**src/rtl/dup_range_pairs_range.sv**
```systemverilog
// dup_range: producer that walks base, base+step, ... while below limit,
// presenting every range value v as two stream items, v then -v.
// Ports: _clock/_reset/_start control; base/limit/step arguments captured
// on _start; _valid/_ready/_0 carry one item per handshake; _done flags
// the end of the stream.
module dup_range (
    input  logic               _clock,
    input  logic               _reset,
    input  logic signed [31:0] base,
    input  logic signed [31:0] limit,
    input  logic signed [31:0] step,
    input  logic               _start,
    input  logic               _ready,
    output logic               _valid,
    output logic               _done,
    output logic signed [31:0] _0
);

    logic signed [31:0] cur_q, cur_d;
    logic signed [31:0] lim_q, lim_d;
    logic signed [31:0] stp_q, stp_d;
    logic               neg_q, neg_d;
    logic               run_q, run_d;
    logic               more;

    always_comb begin
        more   = run_q && (cur_q < lim_q);
        _valid = more;
        _done  = run_q && !more;
        _0     = neg_q ? -cur_q : cur_q;

        cur_d = cur_q;
        lim_d = lim_q;
        stp_d = stp_q;
        neg_d = neg_q;
        run_d = run_q;

        if (_start) begin
            cur_d = base;
            lim_d = limit;
            stp_d = step;
            neg_d = 1'b0;
            run_d = 1'b1;
        end else if (_reset) begin
            cur_d = '0;
            lim_d = '0;
            stp_d = '0;
            neg_d = 1'b0;
            run_d = 1'b0;
        end else if (more && _ready) begin
            // second copy of a value consumed: move to the next value
            if (neg_q) begin
                neg_d = 1'b0;
                cur_d = cur_q + stp_q;
            end else begin
                neg_d = 1'b1;
            end
        end
    end

    always_ff @(posedge _clock) begin
        cur_q <= cur_d;
        lim_q <= lim_d;
        stp_q <= stp_d;
        neg_q <= neg_d;
        run_q <= run_d;
    end

endmodule

```
**src/rtl/dup_range_pairs.sv**
```systemverilog
// dup_range_pairs: pairs consecutive items of the dup_range stream and
// emits (a+b, k) per pair, or (a, k) for an unpaired tail item.
// Ports: _clock, _reset (sync, active-high), _start with base/limit/step,
// _ready in; _valid, _done, _0 (sum), _1 (pair index) out.
module dup_range_pairs (
    input  logic               _clock,
    input  logic               _reset,
    input  logic signed [31:0] base,
    input  logic signed [31:0] limit,
    input  logic signed [31:0] step,
    input  logic               _start,
    input  logic               _ready,
    output logic               _valid,
    output logic               _done,
    output logic signed [31:0] _0,
    output logic signed [31:0] _1
);

    localparam logic signed [31:0] S_DONE     = 32'sd0;
    localparam logic signed [31:0] S_GET_A    = 32'sd1;
    localparam logic signed [31:0] S_GET_B    = 32'sd2;
    localparam logic signed [31:0] S_EMIT     = 32'sd3;
    localparam logic signed [31:0] S_EMIT_ODD = 32'sd4;

    logic signed [31:0] state_q, state_d;
    logic signed [31:0] a_q, a_d;
    logic signed [31:0] b_q, b_d;
    logic signed [31:0] k_q, k_d;
    logic signed [31:0] sum_q, sum_d;
    logic signed [31:0] idx_q, idx_d;
    logic               valid_q, valid_d;
    logic               done_q, done_d;

    logic               p_valid;
    logic               p_done;
    logic               p_ready;
    logic signed [31:0] p_data;
    logic               advance;

    // registers only move when the output slot is free or being drained
    assign advance = _ready || !valid_q;

    // pull from the producer only when this cycle will actually latch it
    assign p_ready = !_start && !_reset && advance &&
                     (state_q == S_GET_A || state_q == S_GET_B);

    dup_range u_prod (
        ._clock (_clock),
        ._reset (_reset),
        .base   (base),
        .limit  (limit),
        .step   (step),
        ._start (_start),
        ._ready (p_ready),
        ._valid (p_valid),
        ._done  (p_done),
        ._0     (p_data)
    );

    always_comb begin
        state_d = state_q;
        a_d     = a_q;
        b_d     = b_q;
        k_d     = k_q;
        sum_d   = sum_q;
        idx_d   = idx_q;
        valid_d = valid_q;
        done_d  = 1'b0;

        if (_start) begin
            state_d = S_GET_A;
            k_d     = '0;
            valid_d = 1'b0;
        end else if (_reset) begin
            state_d = S_DONE;
            a_d     = '0;
            b_d     = '0;
            k_d     = '0;
            sum_d   = '0;
            idx_d   = '0;
            valid_d = 1'b0;
        end else if (advance) begin
            if (_ready) begin
                valid_d = 1'b0;
            end
            case (state_q)
                S_DONE: begin
                    done_d = 1'b1;
                end
                S_GET_A: begin
                    if (p_valid) begin
                        a_d     = p_data;
                        state_d = S_GET_B;
                    end else if (p_done) begin
                        state_d = S_DONE;
                    end
                end
                S_GET_B: begin
                    if (p_valid) begin
                        b_d     = p_data;
                        state_d = S_EMIT;
                    end else if (p_done) begin
                        state_d = S_EMIT_ODD;
                    end
                end
                S_EMIT: begin
                    sum_d   = a_q + b_q;
                    idx_d   = k_q;
                    valid_d = 1'b1;
                    k_d     = k_q + 32'sd1;
                    state_d = S_GET_A;
                end
                S_EMIT_ODD: begin
                    sum_d   = a_q;
                    idx_d   = k_q;
                    valid_d = 1'b1;
                    state_d = S_DONE;
                end
                default: begin
                    state_d = S_DONE;
                end
            endcase
        end
    end

    always_ff @(posedge _clock) begin
        state_q <= state_d;
        a_q     <= a_d;
        b_q     <= b_d;
        k_q     <= k_d;
        sum_q   <= sum_d;
        idx_q   <= idx_d;
        valid_q <= valid_d;
        done_q  <= done_d;
    end

    assign _valid = valid_q;
    assign _done  = done_q;
    assign _0     = sum_q;
    assign _1     = idx_q;

endmodule

```
**config.mk**
```make
export PLATFORM = sky130hd
export DESIGN_NAME = dup_range_pairs
export DESIGN_NICKNAME = d
export VERILOG_FILES = /design/src/rtl/dup_range_pairs_range.sv /design/src/rtl/dup_range_pairs.sv
export SDC_FILE = /design/constraint.sdc
export NUM_CORES = 1
export LEC_CHECK = 0
export BUFFER_PORTS_ARGS = -buffer_cell sky130_fd_sc_hd__clkbuf_2
export CAP_MARGIN = 20
export CORE_UTILIZATION = 54
export DETAILED_ROUTE_END_ITERATION = 7
export PLACE_DENSITY = 0.78
export SETUP_SLACK_MARGIN = 0.1
export SLEW_MARGIN = 20
export SYNTH_ARGS = -nofsm -noshare
export SYNTH_HDL_FRONTEND = slang
export SYNTH_SLANG_ARGS = --single-unit
export TNS_END_PERCENT = 20
```
**constraint.sdc**
```tcl
create_clock -name _clock -period 5.69 [get_ports _clock]
set_input_delay 0 -clock _clock [delete_from_list [all_inputs] [get_ports _clock]]
set_output_delay 0 -clock _clock [all_outputs]
set_load 0.01 [all_outputs]
```
Yosys cells after proc, flatten, opt, wreduce, memory -nomap -nowiden

Index checks and enable logic that the tools add are counted.

Reduce and logical (&&, ||, !) cells: 35
Div/mod/pow operators: 0
Equal/unequal tests: 11
Add/subtract/negate cells: 4
Shifts and indexed selects: 0
Magnitude comparators: 1
Multiply operators: 0
Bitwise logic cells: 3
Muxes and demuxes: 28

Operator list:

| cell                  | number |
|---|---|
| $mux 32               | 20 |
| $pmux 32 s4           | 1 |
| $eq 32x2->1 const B   | 3 |
| $add 32x32->32        | 2 |
| $eq 32x3->1 const B   | 2 |
| $pmux 32 s2           | 1 |
| $add 32x2->32 const B | 1 |
| $eq 32x1->1 const B   | 1 |
| $logic_not 32->1      | 1 |
| $lt 32x32->1          | 1 |
| $neg 32->32           | 1 |
| $reduce_and 4->1      | 4 |
| $reduce_bool 2->1     | 7 |
| $reduce_bool 3->1     | 3 |
| $ne 4x4->1 const B    | 2 |
| $logic_and 1x1->1     | 6 |
| $mux 1                | 6 |
| $ne 3x3->1 const B    | 2 |
| $reduce_and 2->1      | 3 |
| $reduce_and 3->1      | 2 |
| $logic_not 1->1       | 4 |
| $reduce_or 2->1       | 2 |
| $not 1->1             | 3 |
| $reduce_or 3->1       | 1 |
| 2 further kinds       | 3 |

Logic and storage cells: 96
Memory bits (writable): 0
Memory bits (read-only): 0
Flip-flop bits (word level): 292
Bits in latches: 0
Memories kept: 0
Output and inout port bits: 66

Logic depth before layout (Yosys ltp)

Word-level depth: 9
Mapped depth: 13
Depth with buffers taken out: 13

Hierarchy

A second synthesis with hierarchy kept.

Cell total of the unflattened synthesis: 1418
Area total of the unflattened synthesis: 14976.9 µm²

Modules (own cells, without submodules):

| module          | seq. area each (µm²) | instances | area each (µm²) | cells an instance |
|---|---|---|---|---|
| dup_range_pairs | 4584.4               | 1         | 8101.5          | 728 |
| dup_range       | 2922.8               | 1         | 6875.3          | 690 |

Worst setup path after synthesis

OpenSTA, ideal clock, no wires.

Path kind: register to register
Start: register u_prod.cur_q[25]
End: register u_prod.cur_q[0], enable pin
Data required time: 5.224 ns
Arrival: 4.934 ns
Buffers on the path: 0
Library setup time: 0.466 ns
Setup slack: 0.290 ns
Cell stages (with the launch flop): 11
Cell sequence: edfxtp_1 ha_1 a21o_1 a21o_1 a21o_1 a21o_1 a21o_1 a221o_1 a21o_1 or4_1 o21ai_0

Cells in the longest elaborated chain, start to end: 5

RTL lines:

| element                     | RTL line                    | text |
|---|---|---|
| from (decl)                 | dup_range_pairs_range.sv:19 | `logic signed [31:0] cur_q, cur_d;` |
| from (signal assigned)      | dup_range_pairs_range.sv:62 | `cur_q <= cur_d;` |
| $lt 32x32->1                | dup_range_pairs_range.sv:27 | `more = run_q && (cur_q < lim_q);` |
| $logic_and 1x1->1           | dup_range_pairs_range.sv:27 |  |
| $logic_and 1x1->1           | dup_range_pairs_range.sv:50 | `end else if (more && _ready) begin` |
| $reduce_bool 3->1 (no line) | --                          |  |
| $reduce_and 2->1 (no line)  | --                          |  |

Every way passes these cells.
A chain may end at the register's enable or synchronous reset.

Worst setup path after layout

Start: register u_prod.cur_q[0]
End: register u_prod.cur_q[30] (data pin)

Cells in the longest elaborated chain, start to end: 5

RTL lines:

| element              | RTL line                    | text |
|---|---|---|
| $add 32x32->32       | dup_range_pairs_range.sv:54 | `cur_d = cur_q + stp_q;` |
| $mux 32              | dup_range_pairs_range.sv:52 | `if (neg_q) begin` |
| $mux 32              | dup_range_pairs_range.sv:50 |  |
| $mux 32              | dup_range_pairs_range.sv:44 | `end else if (_reset) begin` |
| $mux 32              | dup_range_pairs_range.sv:38 | `if (_start) begin` |
| net u_prod.cur_d[30] | dup_range_pairs_range.sv:19 |  |

The timed path passes the listed nets, and every way through them passes these cells. The select of a mux whose other input is x is not followed.

==> summary.txt <==
Min path
  • Hold WC Path Type: in -> reg
  • Hold_sp: base[12]

Setup path
  • CP Buf/Inv Count: 1
  • Flop2flop setup slack: 1.68 ns
  • CP endpoint: u_prod.cur_q[30]$_DFFE_PP_
  • CP top delay family: compound AO/OA/AOI/OAI gates
  • CP peak stage delay: 0.57 ns
  • Cell breakdown of the critical path: ha_1 -> fa_1 -> a21oi_1 -> o22ai_1 -> o211ai_1 -> o211ai_1 -> a31o_2 -> a21oi_1 -> nor4b_1 -> nor2_1 -> xor2_1 -> o31ai_1 -> dlygate4sd3_1
  • Reg2reg end: u_prod.cur_q[30]$_DFFE_PP_
  • Crit. End Element: register
  • Worst-case reg-to-reg path depth: 13
  • RR Startpoint: u_prod.cur_q[0]$_DFFE_PP_
  • Crit. path cell count: 13
  • Critical Path Fanout Max: 5
  • Slowest-stage cell, CP: dlygate4sd3_1
  • CP Launch Type: register
  • CP arrival: 4.30 ns
  • Required @ worst endpoint: 5.98 ns
  • Worst Setup SP: u_prod.cur_q[0]$_DFFE_PP_
  • Setup CP Type: reg -> reg

Clock tree
  • Clock tree root buffer cell: clkbuf_16
  • # Post-CTS Setup Buffers: 0
  • Post-CTS sizing: 0
  • Post-cts hold buffer count: 100
  • CTS Buffer Depth: 3
  • CTS Buf Count: 28
  • Skew-Pair Late Insertion Delay: 0.54 ns
  • Clk slew on worst S/H paths: 0.06 ns
  • CTS H-Tree Depth: 1
  • CTS tree: built
  • Clock sinks: 263

Final layout
  • Fill cell count: 1,891
  • Synth-to-layout area growth: 22.1%
  • Register area: 7510 µm²
  • Final Non-Filler Cells: 1,961
  • Area of the multi-input gates: 6520 µm²
  • Design area: 17,600 µm²
  • Antenna Cells: 0
  • Nets: 1,801
  • Layout cell share with drive strength beyond 1: 15.2%

Pwr
  • Pwr per Cell Area: 307 nW/µm²
  • P_sw: 1.47 mW
  • P_leak: 7.22 nW
  • Combinational group share of total power: 20.5%
  • Sw Share: 27.3%
  • Int Pwr: 3.91 mW
  • Worst VDD drop: 0.224 mV
  • Seq pwr share: 44.3%
  • Clock share of power: 35.2%

Drt
  • DR vias/cell: 5.53
  • Highest metal used: met4
  • Routed vias: 10,837
  • Initial DRC count: 782
  • Routed WL: 32.7 mm
  • DR pass1 iterations: 5
  • Detail Route met3 WL: 2.11 mm
  • Met2 wire length: 14.9 mm
  • Final ANT Viol Nets: 0
  • Met1 wire length: 14.9 mm
  • DRC violations left: 0
  • Wirelength per Cell: 16.7 µm

Logic synthesis
  • Synthesized instance count: 1,341
  • Most used DFF post-synth: edfxtp_1
  • Syn avg cell area: 10.7 µm²
  • Ys async rst share: 0%
  • Seq cells post-synth: 263
  • Post-synth EDFFs: 224
  • Library cells used by synthesis: 76
  • Net Count, Synth: 1,538
  • Sequential area share after synthesis: 52.2%
  • Yosys Warn Count: 0
  • Cell area after synthesis: 14,400 µm²

GRT
  • First-pass GRT wire length: 52.1 mm
  • Initial antenna violation count: 0
  • Gr ovfl total: 0
  • Largest net degree at the start of global routing: 106
  • GRT Overall Usage: 24.3%
  • Vias in the first global route: 10,367

Floorplanning
  • Die Wd: 165 µm
  • Row count: 59
  • I/O pin count: 166
  • Die height: 165 µm
  • Initial Utilization: 55.2%
  • Core area: 26,100 µm²
  • Die area: 27,300 µm²

Timing
  • Clock skew: 0.0128 ns
  • Final setup vio count: 0
  • Tmin final: 4.01 ns
  • Final Max Slew Viols: 0
  • Final period util: 70.5%
  • Setup ws final: 1.68 ns
  • Final Hold Vio Count: 0
  • Worst Tran Pin Value: 1.06 ns
  • TNS Setup: 0 ns
  • RSZ-0062 raised after global routing: false
  • Max-slew headroom: 29.2%
  • Peak Freq: 249 MHz

Place
  • Setup slack at placement: 1.67 ns
  • Placed inst area: 15,600 µm²
  • Input/output buffers: 165
  • DP HPWL: 22.0 mm
  • Routability cong.: 0.912
  • Placed insts: 1,808

Run status
  • Status: complete, no violations

Run
  • # Max-Cap Violations: 0
## registers in the layout, indices dropped and copies added (netlist names)
name,count
_0,32
_1,32
a_q,32
b_q,32
k_q,32
u_prod.cur_q,32
u_prod.lim_q,32
u_prod.stp_q,32
state_q,3
_done,1
_valid,1
u_prod.neg_q,1
u_prod.run_q,1
## layer usage
metal  GRT usage [%]  vias up
met1            33.8     5041
li1                -     5376
met2            39.6      358
met5               0        -
met3            3.32       62
met4            7.09        0
## worst min-delay path, cell delays in order
cell and delay (ns):
dlygate4sd3_1 0.52, clkbuf_2 0.09, nand2_1 0.04, o21ai_0 0.06
## metrics by stage
step                      hold slack, ns  power (mW)  util (%)
after floorplan                    0.185        3.17         -
after global placement             0.286        3.42      59.7
after detailed placement           0.285        3.45      59.7
after CTS                          0.257        5.39      67.3
after global routing               0.261        5.63      67.4
final                              0.272        5.39      67.4
## cell type report
cell class | instances | area share, %
Clock buffer | 34 | 4.35
Timing Repair Buffer | 277 | 11.0
Tap cell | 335 | 2.39
Inverter | 52 | 1.13
Multi-Input combinational cell | 982 | 37.1
Sequential cell | 263 | 42.8
Clock inverter | 18 | 1.20
## cell families after synthesis
group,Yosys count,share of synthesized area (%)
AO/OA/AOI/OAI,297,13.3
multiplexers,3,0.217
flip-flops,263,52.2
AND/OR/NAND/NOR,477,16.5
adder cells (fa/ha/maj),97,8.54
buffers and inverters,96,2.57
XOR/XNOR,108,6.58
## layout by cell type (no fill, tap or decap), types with 4 or more instances in the layout
| cell | n |
|---|---|
| o21ai_0 | 67 |
| o21a_1 | 9 |
| clkinv_1 | 5 |
| nor2_1 | 109 |
| nor3_1 | 14 |
| o211ai_1 | 10 |
| nor2_2 | 4 |
| and3_1 | 14 |
| nand3_1 | 18 |
| or3_1 | 13 |
| inv_1 | 50 |
| a21o_1 | 35 |
| o21bai_1 | 8 |
| a211oi_1 | 9 |
| a21oi_1 | 96 |
| clkbuf_2 | 164 |
| nand2b_1 | 11 |
| clkbuf_16 | 29 |
| ha_1 | 95 |
| xnor2_1 | 41 |
| or4_1 | 7 |
| o31ai_1 | 12 |
| dlygate4sd3_1 | 100 |
| a211o_1 | 6 |
| bufinv_16 | 4 |
| xor2_1 | 67 |
| nand2_1 | 134 |
| nor2b_1 | 44 |
| o41ai_1 | 5 |
| nand4_1 | 16 |
| and2_1 | 70 |
| edfxtp_1 | 224 |
| dfxtp_1 | 39 |
| buf_4 | 12 |
## power by group through the flow
stage / Combinational, mW / Clock, mW / Sequential (mW)
after floorplan: 0.768 / 0 / 2.40
after global placement: 0.995 / 0 / 2.42
after detailed placement: 1.02 / 0 / 2.43
after CTS: 1.08 / 1.92 / 2.39
after global routing: 1.23 / 2.00 / 2.40
final: 1.10 / 1.90 / 2.39
## cells in the mapped netlist (3+ instances only)
master / instances / area share (%)
edfxtp_1: 224 / 47
nand2_1: 134 / 3.5
nor2_1: 112 / 2.9
a21oi_1: 97 / 3.4
ha_1: 95 / 8.3
and2_1: 70 / 3.0
o21ai_0: 68 / 2.4
xor2_1: 67 / 4.1
inv_1: 50 / 1.3
nor2b_1: 44 / 1.9
xnor2_1: 41 / 2.5
dfxtp_1: 39 / 5.4
a21o_1: 35 / 1.8
clkbuf_1: 34 / 0.89
nand3_1: 18 / 0.63
nand4_1: 16 / 0.70
and3_1: 14 / 0.61
nor3_1: 14 / 0.49
or3_1: 13 / 0.57
o31ai_1: 12 / 0.63
nand2b_1: 11 / 0.48
o211ai_1: 10 / 0.52
a211oi_1: 9 / 0.47
o21a_1: 9 / 0.47
o21bai_1: 8 / 0.42
buf_1: 7 / 0.18
or4_1: 7 / 0.37
a211o_1: 6 / 0.37
o41ai_1: 5 / 0.30
a22o_1: 3 / 0.18
a31o_2: 3 / 0.18
a31oi_1: 3 / 0.13
nand3b_1: 3 / 0.16
nor4_1: 3 / 0.13
or2_2: 3 / 0.13
## worst min path at each step
stage                                     end  slack (ns)  depth (start not counted)
2_1_floorplan      u_prod.cur_q[30]$_DFFE_PP_        0.19                          2
3_3_place_gp    u_prod.lim_q[2]$_SDFFCE_PN0P_        0.29                          2
3_5_place_dp   u_prod.lim_q[22]$_SDFFCE_PN0P_        0.29                          2
4_1_cts        u_prod.stp_q[18]$_SDFFCE_PN0P_        0.26                          3
5_1_grt            u_prod.cur_q[12]$_DFFE_PP_        0.26                          4
6_report           u_prod.cur_q[12]$_DFFE_PP_        0.27                          4
(Power assumes the default switching activity.)
